[src/rtl/prefix_add_pipe_if.sv]
// Purpose: operand/result channel bundle for prefix_add_pipe (valid/ready on both sides).
// Latency: none, this is wiring only.
// Backpressure: carried by in_ready (block to producer) and out_ready (consumer to block).
// Ports: in_valid/in_ready/in_a/in_b/in_cin on the operand side, out_valid/out_ready/
//        out_sum/out_cout on the result side, plus out_zero when PREFIX_ADD_ZERO_EN is defined.
//        WIDTH must match the WIDTH of the attached prefix_add_pipe.
interface prefix_add_pipe_if #(
    parameter int WIDTH = 48
);
    logic             in_valid;
    logic             in_ready;
    logic [WIDTH-1:0] in_a;
    logic [WIDTH-1:0] in_b;
    logic             in_cin;
    logic             out_valid;
    logic             out_ready;
    logic [WIDTH-1:0] out_sum;
    logic             out_cout;
`ifdef PREFIX_ADD_ZERO_EN
    logic             out_zero;

    modport slave (
        input  in_valid, in_a, in_b, in_cin, out_ready,
        output in_ready, out_valid, out_sum, out_cout, out_zero
    );
    modport master (
        output in_valid, in_a, in_b, in_cin, out_ready,
        input  in_ready, out_valid, out_sum, out_cout, out_zero
    );
`else
    modport slave (
        input  in_valid, in_a, in_b, in_cin, out_ready,
        output in_ready, out_valid, out_sum, out_cout
    );
    modport master (
        output in_valid, in_a, in_b, in_cin, out_ready,
        input  in_ready, out_valid, out_sum, out_cout
    );
`endif
endinterface

[src/rtl/prefix_add_pipe.sv]
// Purpose: three-stage Kogge-Stone final adder, sum = (a+b+cin) mod 2^WIDTH plus carry-out.
// Latency: three register stages (PG, lower prefix levels, upper prefix levels + sum).
// Backpressure: full valid/ready, combinational ready chain out_ready -> in_ready, no skid.
// Ports: clk, rst (synchronous, active-high), bus (prefix_add_pipe_if.slave).
// Option: define PREFIX_ADD_ZERO_EN to add the registered out_zero flag (out_sum == 0).
module prefix_add_pipe #(
    parameter int WIDTH = 48
) (
    input  logic              clk,
    input  logic              rst,
    prefix_add_pipe_if.slave  bus
);
    // L prefix levels; the lower half is evaluated in S2, the upper half in S3.
    localparam int L = (WIDTH <= 2) ? 1 : $clog2(WIDTH);
    localparam int H = L / 2;

    logic v1, v2, v3;
    logic r1, r2, r3;

    // S1: bit-level generate/propagate with cin folded into g[0].
    logic [WIDTH-1:0] s1_g, s1_p;
    logic             s1_cin;
    // S2: partially combined group terms plus the raw propagate for the sum step.
    logic [WIDTH-1:0] s2_g, s2_p, s2_praw;
    logic             s2_cin;

    logic [WIDTH-1:0] g1_n, p1_n;
    logic [WIDTH-1:0] g2_n, p2_n, t2_g, t2_p;
    logic [WIDTH-1:0] g3_n, p3_n, t3_g, t3_p;
    logic [WIDTH-1:0] carry_n, sum_n;

    logic [WIDTH-1:0] sum_q;
    logic             cout_q;

    // Ready chain: a stage may load when it is empty or its successor loads.
    assign r3           = !v3 || bus.out_ready;
    assign r2           = !v2 || r3;
    assign r1           = !v1 || r2;
    assign bus.in_ready = r1 && !rst;

    always_comb begin
        p1_n    = bus.in_a ^ bus.in_b;
        g1_n    = bus.in_a & bus.in_b;
        g1_n[0] = (bus.in_a[0] & bus.in_b[0]) | (p1_n[0] & bus.in_cin);
    end

    // Prefix levels 1..H: distance 2^k at loop index k; low indices pass through.
    always_comb begin
        g2_n = s1_g;
        p2_n = s1_p;
        t2_g = '0;
        t2_p = '0;
        for (int k = 0; k < H; k++) begin
            t2_g = g2_n;
            t2_p = p2_n;
            for (int i = 0; i < WIDTH; i++) begin
                if (i >= (1 << k)) begin
                    g2_n[i] = t2_g[i] | (t2_p[i] & t2_g[i-(1<<k)]);
                    p2_n[i] = t2_p[i] & t2_p[i-(1<<k)];
                end
            end
        end
    end

    // Prefix levels H+1..L, after which g3_n[i] is the carry out of bit i.
    always_comb begin
        g3_n = s2_g;
        p3_n = s2_p;
        t3_g = '0;
        t3_p = '0;
        for (int k = H; k < L; k++) begin
            t3_g = g3_n;
            t3_p = p3_n;
            for (int i = 0; i < WIDTH; i++) begin
                if (i >= (1 << k)) begin
                    g3_n[i] = t3_g[i] | (t3_p[i] & t3_g[i-(1<<k)]);
                    p3_n[i] = t3_p[i] & t3_p[i-(1<<k)];
                end
            end
        end
        carry_n = {g3_n[WIDTH-2:0], s2_cin};
        sum_n   = s2_praw ^ carry_n;
    end

    // Valid bits and output registers; data in S1/S2 is left stale when empty.
    always_ff @(posedge clk) begin
        if (rst) begin
            v1     <= 1'b0;
            v2     <= 1'b0;
            v3     <= 1'b0;
            sum_q  <= '0;
            cout_q <= 1'b0;
        end else begin
            if (r1) v1 <= bus.in_valid;
            if (r2) v2 <= v1;
            if (r3) begin
                v3     <= v2;
                sum_q  <= sum_n;
                cout_q <= g3_n[WIDTH-1];
            end
        end
    end

    always_ff @(posedge clk) begin
        if (r1) begin
            s1_g   <= g1_n;
            s1_p   <= p1_n;
            s1_cin <= bus.in_cin;
        end
        if (r2) begin
            s2_g    <= g2_n;
            s2_p    <= p2_n;
            s2_praw <= s1_p;
            s2_cin  <= s1_cin;
        end
    end

    assign bus.out_valid = v3;
    assign bus.out_sum   = sum_q;
    assign bus.out_cout  = cout_q;

`ifdef PREFIX_ADD_ZERO_EN
    logic zero_q;

    always_ff @(posedge clk) begin
        if (rst)     zero_q <= 1'b0;
        else if (r3) zero_q <= ~|sum_n;
    end

    assign bus.out_zero = zero_q;
`endif
endmodule

[src/flat_wrapper.sv]
// flat-port wrapper written by rule: the top's interface ports become plain ports
module prefix_add_pipe_flat 
#(
    parameter int WIDTH = 48
)
  (clk, rst, bus_in_valid, bus_in_a, bus_in_b, bus_in_cin, bus_out_ready, bus_in_ready, bus_out_valid, bus_out_sum, bus_out_cout);
  prefix_add_pipe_if #(.WIDTH(WIDTH)) bus_i ();
  input  logic clk;
  input  logic rst;
  input wire logic [$bits(bus_i.in_valid)-1:0] bus_in_valid;
  input wire logic [$bits(bus_i.in_a)-1:0] bus_in_a;
  input wire logic [$bits(bus_i.in_b)-1:0] bus_in_b;
  input wire logic [$bits(bus_i.in_cin)-1:0] bus_in_cin;
  input wire logic [$bits(bus_i.out_ready)-1:0] bus_out_ready;
  output wire logic [$bits(bus_i.in_ready)-1:0] bus_in_ready;
  output wire logic [$bits(bus_i.out_valid)-1:0] bus_out_valid;
  output wire logic [$bits(bus_i.out_sum)-1:0] bus_out_sum;
  output wire logic [$bits(bus_i.out_cout)-1:0] bus_out_cout;
  assign bus_i.in_valid = bus_in_valid;
  assign bus_i.in_a = bus_in_a;
  assign bus_i.in_b = bus_in_b;
  assign bus_i.in_cin = bus_in_cin;
  assign bus_i.out_ready = bus_out_ready;
  assign bus_in_ready = bus_i.in_ready;
  assign bus_out_valid = bus_i.out_valid;
  assign bus_out_sum = bus_i.out_sum;
  assign bus_out_cout = bus_i.out_cout;
  prefix_add_pipe #(.WIDTH(WIDTH)) u_core (.clk(clk), .rst(rst), .bus(bus_i));
endmodule
[config.mk]
export PLATFORM = sky130hd
export DESIGN_NAME = prefix_add_pipe_flat
export DESIGN_NICKNAME = d
export VERILOG_FILES = /design/src/rtl/prefix_add_pipe_if.sv /design/src/rtl/prefix_add_pipe.sv /design/src/flat_wrapper.sv
export SDC_FILE = /design/constraint.sdc
export NUM_CORES = 1
export LEC_CHECK = 0
export ABC_AREA = 0
export CORE_ASPECT_RATIO = 0.5
export CORE_UTILIZATION = 30
export DETAILED_ROUTE_END_ITERATION = 8
export GPL_TIMING_DRIVEN = 0
export HOLD_SLACK_MARGIN = 0.1
export SETUP_SLACK_MARGIN = 0.05
export SLEW_MARGIN = 15
export SYNTH_ARGS = -nofsm -noshare
export SYNTH_HDL_FRONTEND = slang
export SYNTH_SLANG_ARGS = --single-unit
[constraint.sdc]
create_clock -name clk -period 13.3 [get_ports clk]
set_input_delay 3.325 -clock clk [delete_from_list [all_inputs] [get_ports clk]]
set_output_delay 3.325 -clock clk [all_outputs]
set_load 0.005 [all_outputs]
-- Word-level counts from Yosys, hierarchy flattened
Index checks and enable logic that the tools add are counted.
- bitwise gates (word level): 641
- reductions and logical operators: 8
- operator list (kind ; number):
    $and 1x1->1 ; 412
    $or 1x1->1 ; 226
    $xor 48x48->48 ; 2
    $and 48x48->48 ; 1
    $logic_not 1->1 ; 4
    $logic_or 1x1->1 ; 3
    $logic_and 1x1->1 ; 1
- bits in registers: 294
- bits of input ports: 101

-- Longest topological paths before layout
- word-level depth: 6
- mapped depth: 7
- gate-level depth less buffers: 5

-- Worst setup path after synthesis
No wires, ideal clock.
- kind: input-to-reg
- start point: in bus_out_ready
- end point: reg u_core.s2_cin, enable pin
- library setup time: 1.175 ns
- arrival: 6.306 ns
- required time: 12.125 ns
- slack: 5.820 ns
- stages on the path: 4
- path through: and2b_1 > buf_4 > clkbuf_1 > nand2_1
- cells in the longest elaborated chain, start to end: 2
- ends and longest elaborated chain (what ; line ; RTL):
    start, declared ; flat_wrapper.sv:14 ; input wire logic [$bits(bus_i.out_ready)-1:0] bus_out_ready;
    $logic_or 1x1->1 ; prefix_add_pipe.sv:36 ; assign r3 = !v3 || bus.out_ready;
    $logic_or 1x1->1 ; prefix_add_pipe.sv:37 ; assign r2 = !v2 || r3;
    via u_core.r2 ; prefix_add_pipe.sv:18 ; logic r1, r2, r3;
    end signal, assigned ; prefix_add_pipe.sv:114 ; s2_cin <= s1_cin;
    end, declared ; prefix_add_pipe.sv:25 ; logic s2_cin;
The timed path passes the listed nets, and every way through them passes these cells.
A chain may end at the register's enable or synchronous reset.

-- Worst setup path in the final report
- start point: in bus_out_ready
- end point: out bus_in_ready
- cells in the longest elaborated chain, start to end: 4
- ends and longest elaborated chain (what ; line ; RTL):
    $logic_or 1x1->1 ; prefix_add_pipe.sv:36 ;
    $logic_or 1x1->1 ; prefix_add_pipe.sv:37 ;
    $logic_or 1x1->1 ; prefix_add_pipe.sv:38 ; assign r1 = !v1 || r2;
    $logic_and 1x1->1 ; prefix_add_pipe.sv:39 ; assign bus.in_ready = r1 && !rst;
    end, declared ; flat_wrapper.sv:15 ; output wire logic [$bits(bus_i.in_ready)-1:0] bus_in_ready;
Every way passes these cells.

==> results.sh <==
export IMPL_core_area_um2=39400
export IMPL_cts_sinks=286
export IMPL_antenna_found_initial=0
export IMPL_endpoint_kind="output port"
export IMPL_drtPass1Iterations=5
export IMPL_path_cells="clkdlybuf4s50_1 -> and2b_1 -> buf_4 -> clkbuf_1 -> a31oi_1 -> clkdlybuf4s50_1"
export IMPL_crit_required_ns=9.97
export IMPL_final_area_um2=15300
export IMPL_worstPathArrival_ns=5.43
export IMPL_vias=8434
export IMPL_synthToLayoutAreaGrowth_pct=26.3
export IMPL_postCtsSetupRepairBufs=0
export IMPL_rsz0062_at_grt="no"
export IMPL_final_util=0.389
export IMPL_yosysSeqAreaShare=0.666
export IMPL_start_kind="primary input"
export IMPL_hpwl_um=24800
export IMPL_finalCritPeriodShare=0.659
export IMPL_ios=152
export IMPL_gp_congestion=0.881
export IMPL_start_util=0.308
export IMPL_place_inst=1639
export IMPL_synthesis_nets=1104
export IMPL_crit_top_cell="clkdlybuf4s50_1"
export IMPL_cts_root_buf="clkbuf_16"
export IMPL_grt_pass1_vias=8377
export IMPL_synth_edf_count=234
export IMPL_status="complete, no violations"
export IMPL_stdcell_count=1691
export IMPL_drt_wl_total_um=32400
export IMPL_cellLeakagePower_nw=5.97
export IMPL_first_iter_violations=570
export IMPL_grt_max_degree=59
export IMPL_dieArea_um2=41200
export IMPL_regToRegSetupSlack_ns=10.63
export IMPL_overflow=0
export IMPL_cts_resized=0
export IMPL_cts_made_buffers=28
export IMPL_cap_violations=0
export IMPL_min_period_ns=8.76
export IMPL_drt_antenna_violating_nets=0
export IMPL_postSynthAreaPerCell_um2=12.7
export IMPL_drive_gt1_frac=0.0525
export IMPL_cts_tree="yes"
export IMPL_fin_skew_ns=0.0107
export IMPL_hold_start="u_core.s1_cin$_DFFE_PP_"
export IMPL_async_reset_ff_frac=0
export IMPL_cts_buffer_depth=3
export IMPL_hold_viol_final=0
export IMPL_cts_max_level=1
export IMPL_hold_class="register to register"
export IMPL_post_synth_instance_area_um2=12100
export IMPL_cp_slowest_cell="clkdlybuf4s50_1"
export IMPL_cts_hold_fix_buffers=0
export IMPL_clk_pin_slew_ns=0.06
export IMPL_holdPathStages=0
export IMPL_post_drt_wl_per_cell_um=19.2
export IMPL_via_per_inst=4.99
export IMPL_dpl_cell_area_um2=14400
export IMPL_r2r_end="u_core.s2_p[29]$_DFFE_PP_"
export IMPL_worst_path_largest_cell_delay_ns=0.48
export IMPL_grt_pass1_wl_um=48500
export IMPL_path_max_fanout=10
export IMPL_report_power_total_mw=2.19
export IMPL_fin_setup_tns_ns=0
export IMPL_setup_viol=0
export IMPL_final_nets=1288
export IMPL_grt_usage=0.155
export IMPL_yosys_warnings=0
export IMPL_drc=0
export IMPL_synth_seq_cells=286
export IMPL_die_y_um=144
export IMPL_slew_violations=0
export IMPL_tightest_slew_ns=0.741
export IMPL_num_rows=51
export IMPL_synth_cells=955
export IMPL_clock_latency_ns=0.56
export IMPL_die_w_um=286
export IMPL_rr_worst_depth=6
export IMPL_ys_types=47
export IMPL_holdPathEnd="u_core.s2_cin$_DFFE_PP_"
export IMPL_r2r_start="u_core.bus.out_valid$_SDFFE_PP0P_"
export IMPL_port_buffers=151
export IMPL_vdd_drop_max_uv=107
export IMPL_fmax_mhz=114
export IMPL_crit_type="primary input to output port"
export IMPL_relSlewSlack=0.504
export IMPL_insertedDiodeCount=0
export IMPL_powerDensity_nw_per_um2=143
export IMPL_synth_flop_cell="edfxtp_1"
## synth_stat cells (all sizes together), types with 6 or more instances
cell | number | area share
xnor2 | 10 | 0.0072
o2111ai | 7 | 0.0051
clkbuf | 10 | 0.0031
inv | 29 | 0.0090
ha | 48 | 0.050
nor3 | 23 | 0.0095
and3 | 6 | 0.0031
edfxtp | 234 | 0.58
nand2 | 86 | 0.027
nand3 | 41 | 0.017
nor2 | 62 | 0.019
mux2i | 7 | 0.0058
buf | 13 | 0.0063
o21a | 15 | 0.0093
nand4 | 41 | 0.021
o21ai | 50 | 0.021
xor2 | 16 | 0.012
nand2b | 7 | 0.0036
a32oi | 6 | 0.0043
dfxtp | 52 | 0.086
a21oi | 81 | 0.034
or4 | 20 | 0.012
a211oi | 15 | 0.0093
or3 | 8 | 0.0041
a21o | 37 | 0.023
o21bai | 13 | 0.0081
## metal layers
| layer | track usage | part of all wire | up-vias |
|---|---|---|---|
| met4 | 0.0394 | 0.022 | 0 |
| met3 | 0.0285 | 0.059 | 47 |
| met1 | 0.201 | 0.43 | 4122 |
| met2 | 0.269 | 0.49 | 229 |
| li1 | - | - | 4036 |
| met5 | 0 | 0 | - |
## worst max-delay path, delay by kind of cell
family / cells / cell delay (ns)
AND/OR/NAND/NOR: 1 / 0.37
buffers and inverters: 4 / 1.59
AO/OA/AOI/OAI: 1 / 0.16
## cells in the final DEF (no fill, tap or decap), types with 2 or more instances in the layout
master / instances
xor2_1: 16
a211oi_1: 15
a31oi_1: 3
inv_1: 27
nor2_1: 62
clkbuf_16: 29
inv_2: 2
or3_1: 8
nand2b_1: 7
o21a_1: 15
buf_2: 10
o21ai_1: 14
o2111ai_1: 7
xnor2_1: 10
nor3_1: 23
buf_4: 2
a32oi_1: 6
o21bai_1: 13
or4_1: 20
buf_16: 3
clkbuf_1: 16
bufinv_16: 3
nand3_1: 40
nand4_1: 41
a21o_1: 36
dfxtp_1: 52
nand2_1: 84
mux2i_1: 7
o21ai_0: 36
a21oi_1: 80
clkdlybuf4s50_1: 151
and3_1: 6
ha_1: 48
clkinv_2: 4
o221ai_1: 3
clkinv_1: 8
edfxtp_1: 234
## area by class of cell
cell class	count	area, µm²
plain buffers	23	114
clock buffers	36	762
clock inverters	16	148
fillers	3770	24100
inverters	29	109
multi-input cells	617	3850
flip-flops and latches	286	8070
well taps	530	663
repair buffers	154	1590
## worst max-delay path by stage
stage	start	endpoint	slack [ns]	cells past startpoint
detailed placement	bus_out_ready	bus_in_ready	4.55	6
floorplan	bus_out_ready	u_core.s2_cin$_DFFE_PP_	5.82	4
global placement	bus_out_ready	u_core.s2_g[37]$_DFFE_PP_	3.60	5
finish	bus_out_ready	bus_in_ready	4.54	6
global route	bus_out_ready	bus_in_ready	4.44	6
CTS	bus_out_ready	bus_in_ready	4.55	6
## stage by stage
step,hold WS [ns],setup slack [ns]
CTS,0.423,4.55
finish,0.420,4.54
detailed placement,0.408,4.55
global route,0.435,4.44
floorplan,0.400,5.82
global placement,0.408,3.60
## power by group
| part | internal [mW] | total, mW | switching (mW) |
|---|---|---|---|
| registers | 1.06 | 1.15 | 0.0857 |
| clock network | 0.460 | 0.802 | 0.342 |
| logic | 0.129 | 0.244 | 0.115 |
| total | 1.65 | 2.19 | 0.542 |
## kinds of logic (layout without fill, tap and decap cells)
| group | after synthesis | in the layout | synth area share |
|---|---|---|---|
| and+or+nand+nor | 303 | 303 | 0.122 |
| xor gates and xnor gates | 26 | 26 | 0.0188 |
| muxes | 7 | 7 | 0.00578 |
| buffers and inverters | 52 | 258 | 0.0184 |
| DFF | 286 | 286 | 0.666 |
| adders and majority gates | 48 | 48 | 0.0496 |
| AOI/OAI and AO/OA | 233 | 233 | 0.119 |
## flip-flops by register name (all words and copies together), names as in the netlist, 41 cells and up
name / flops
u_core.bus.out_sum: 48
u_core.s1_p: 48
u_core.s2_p: 41
u_core.s2_praw: 47
u_core.s1_g: 48
u_core.s2_g: 48
Power figures use the tool's default switching activity.
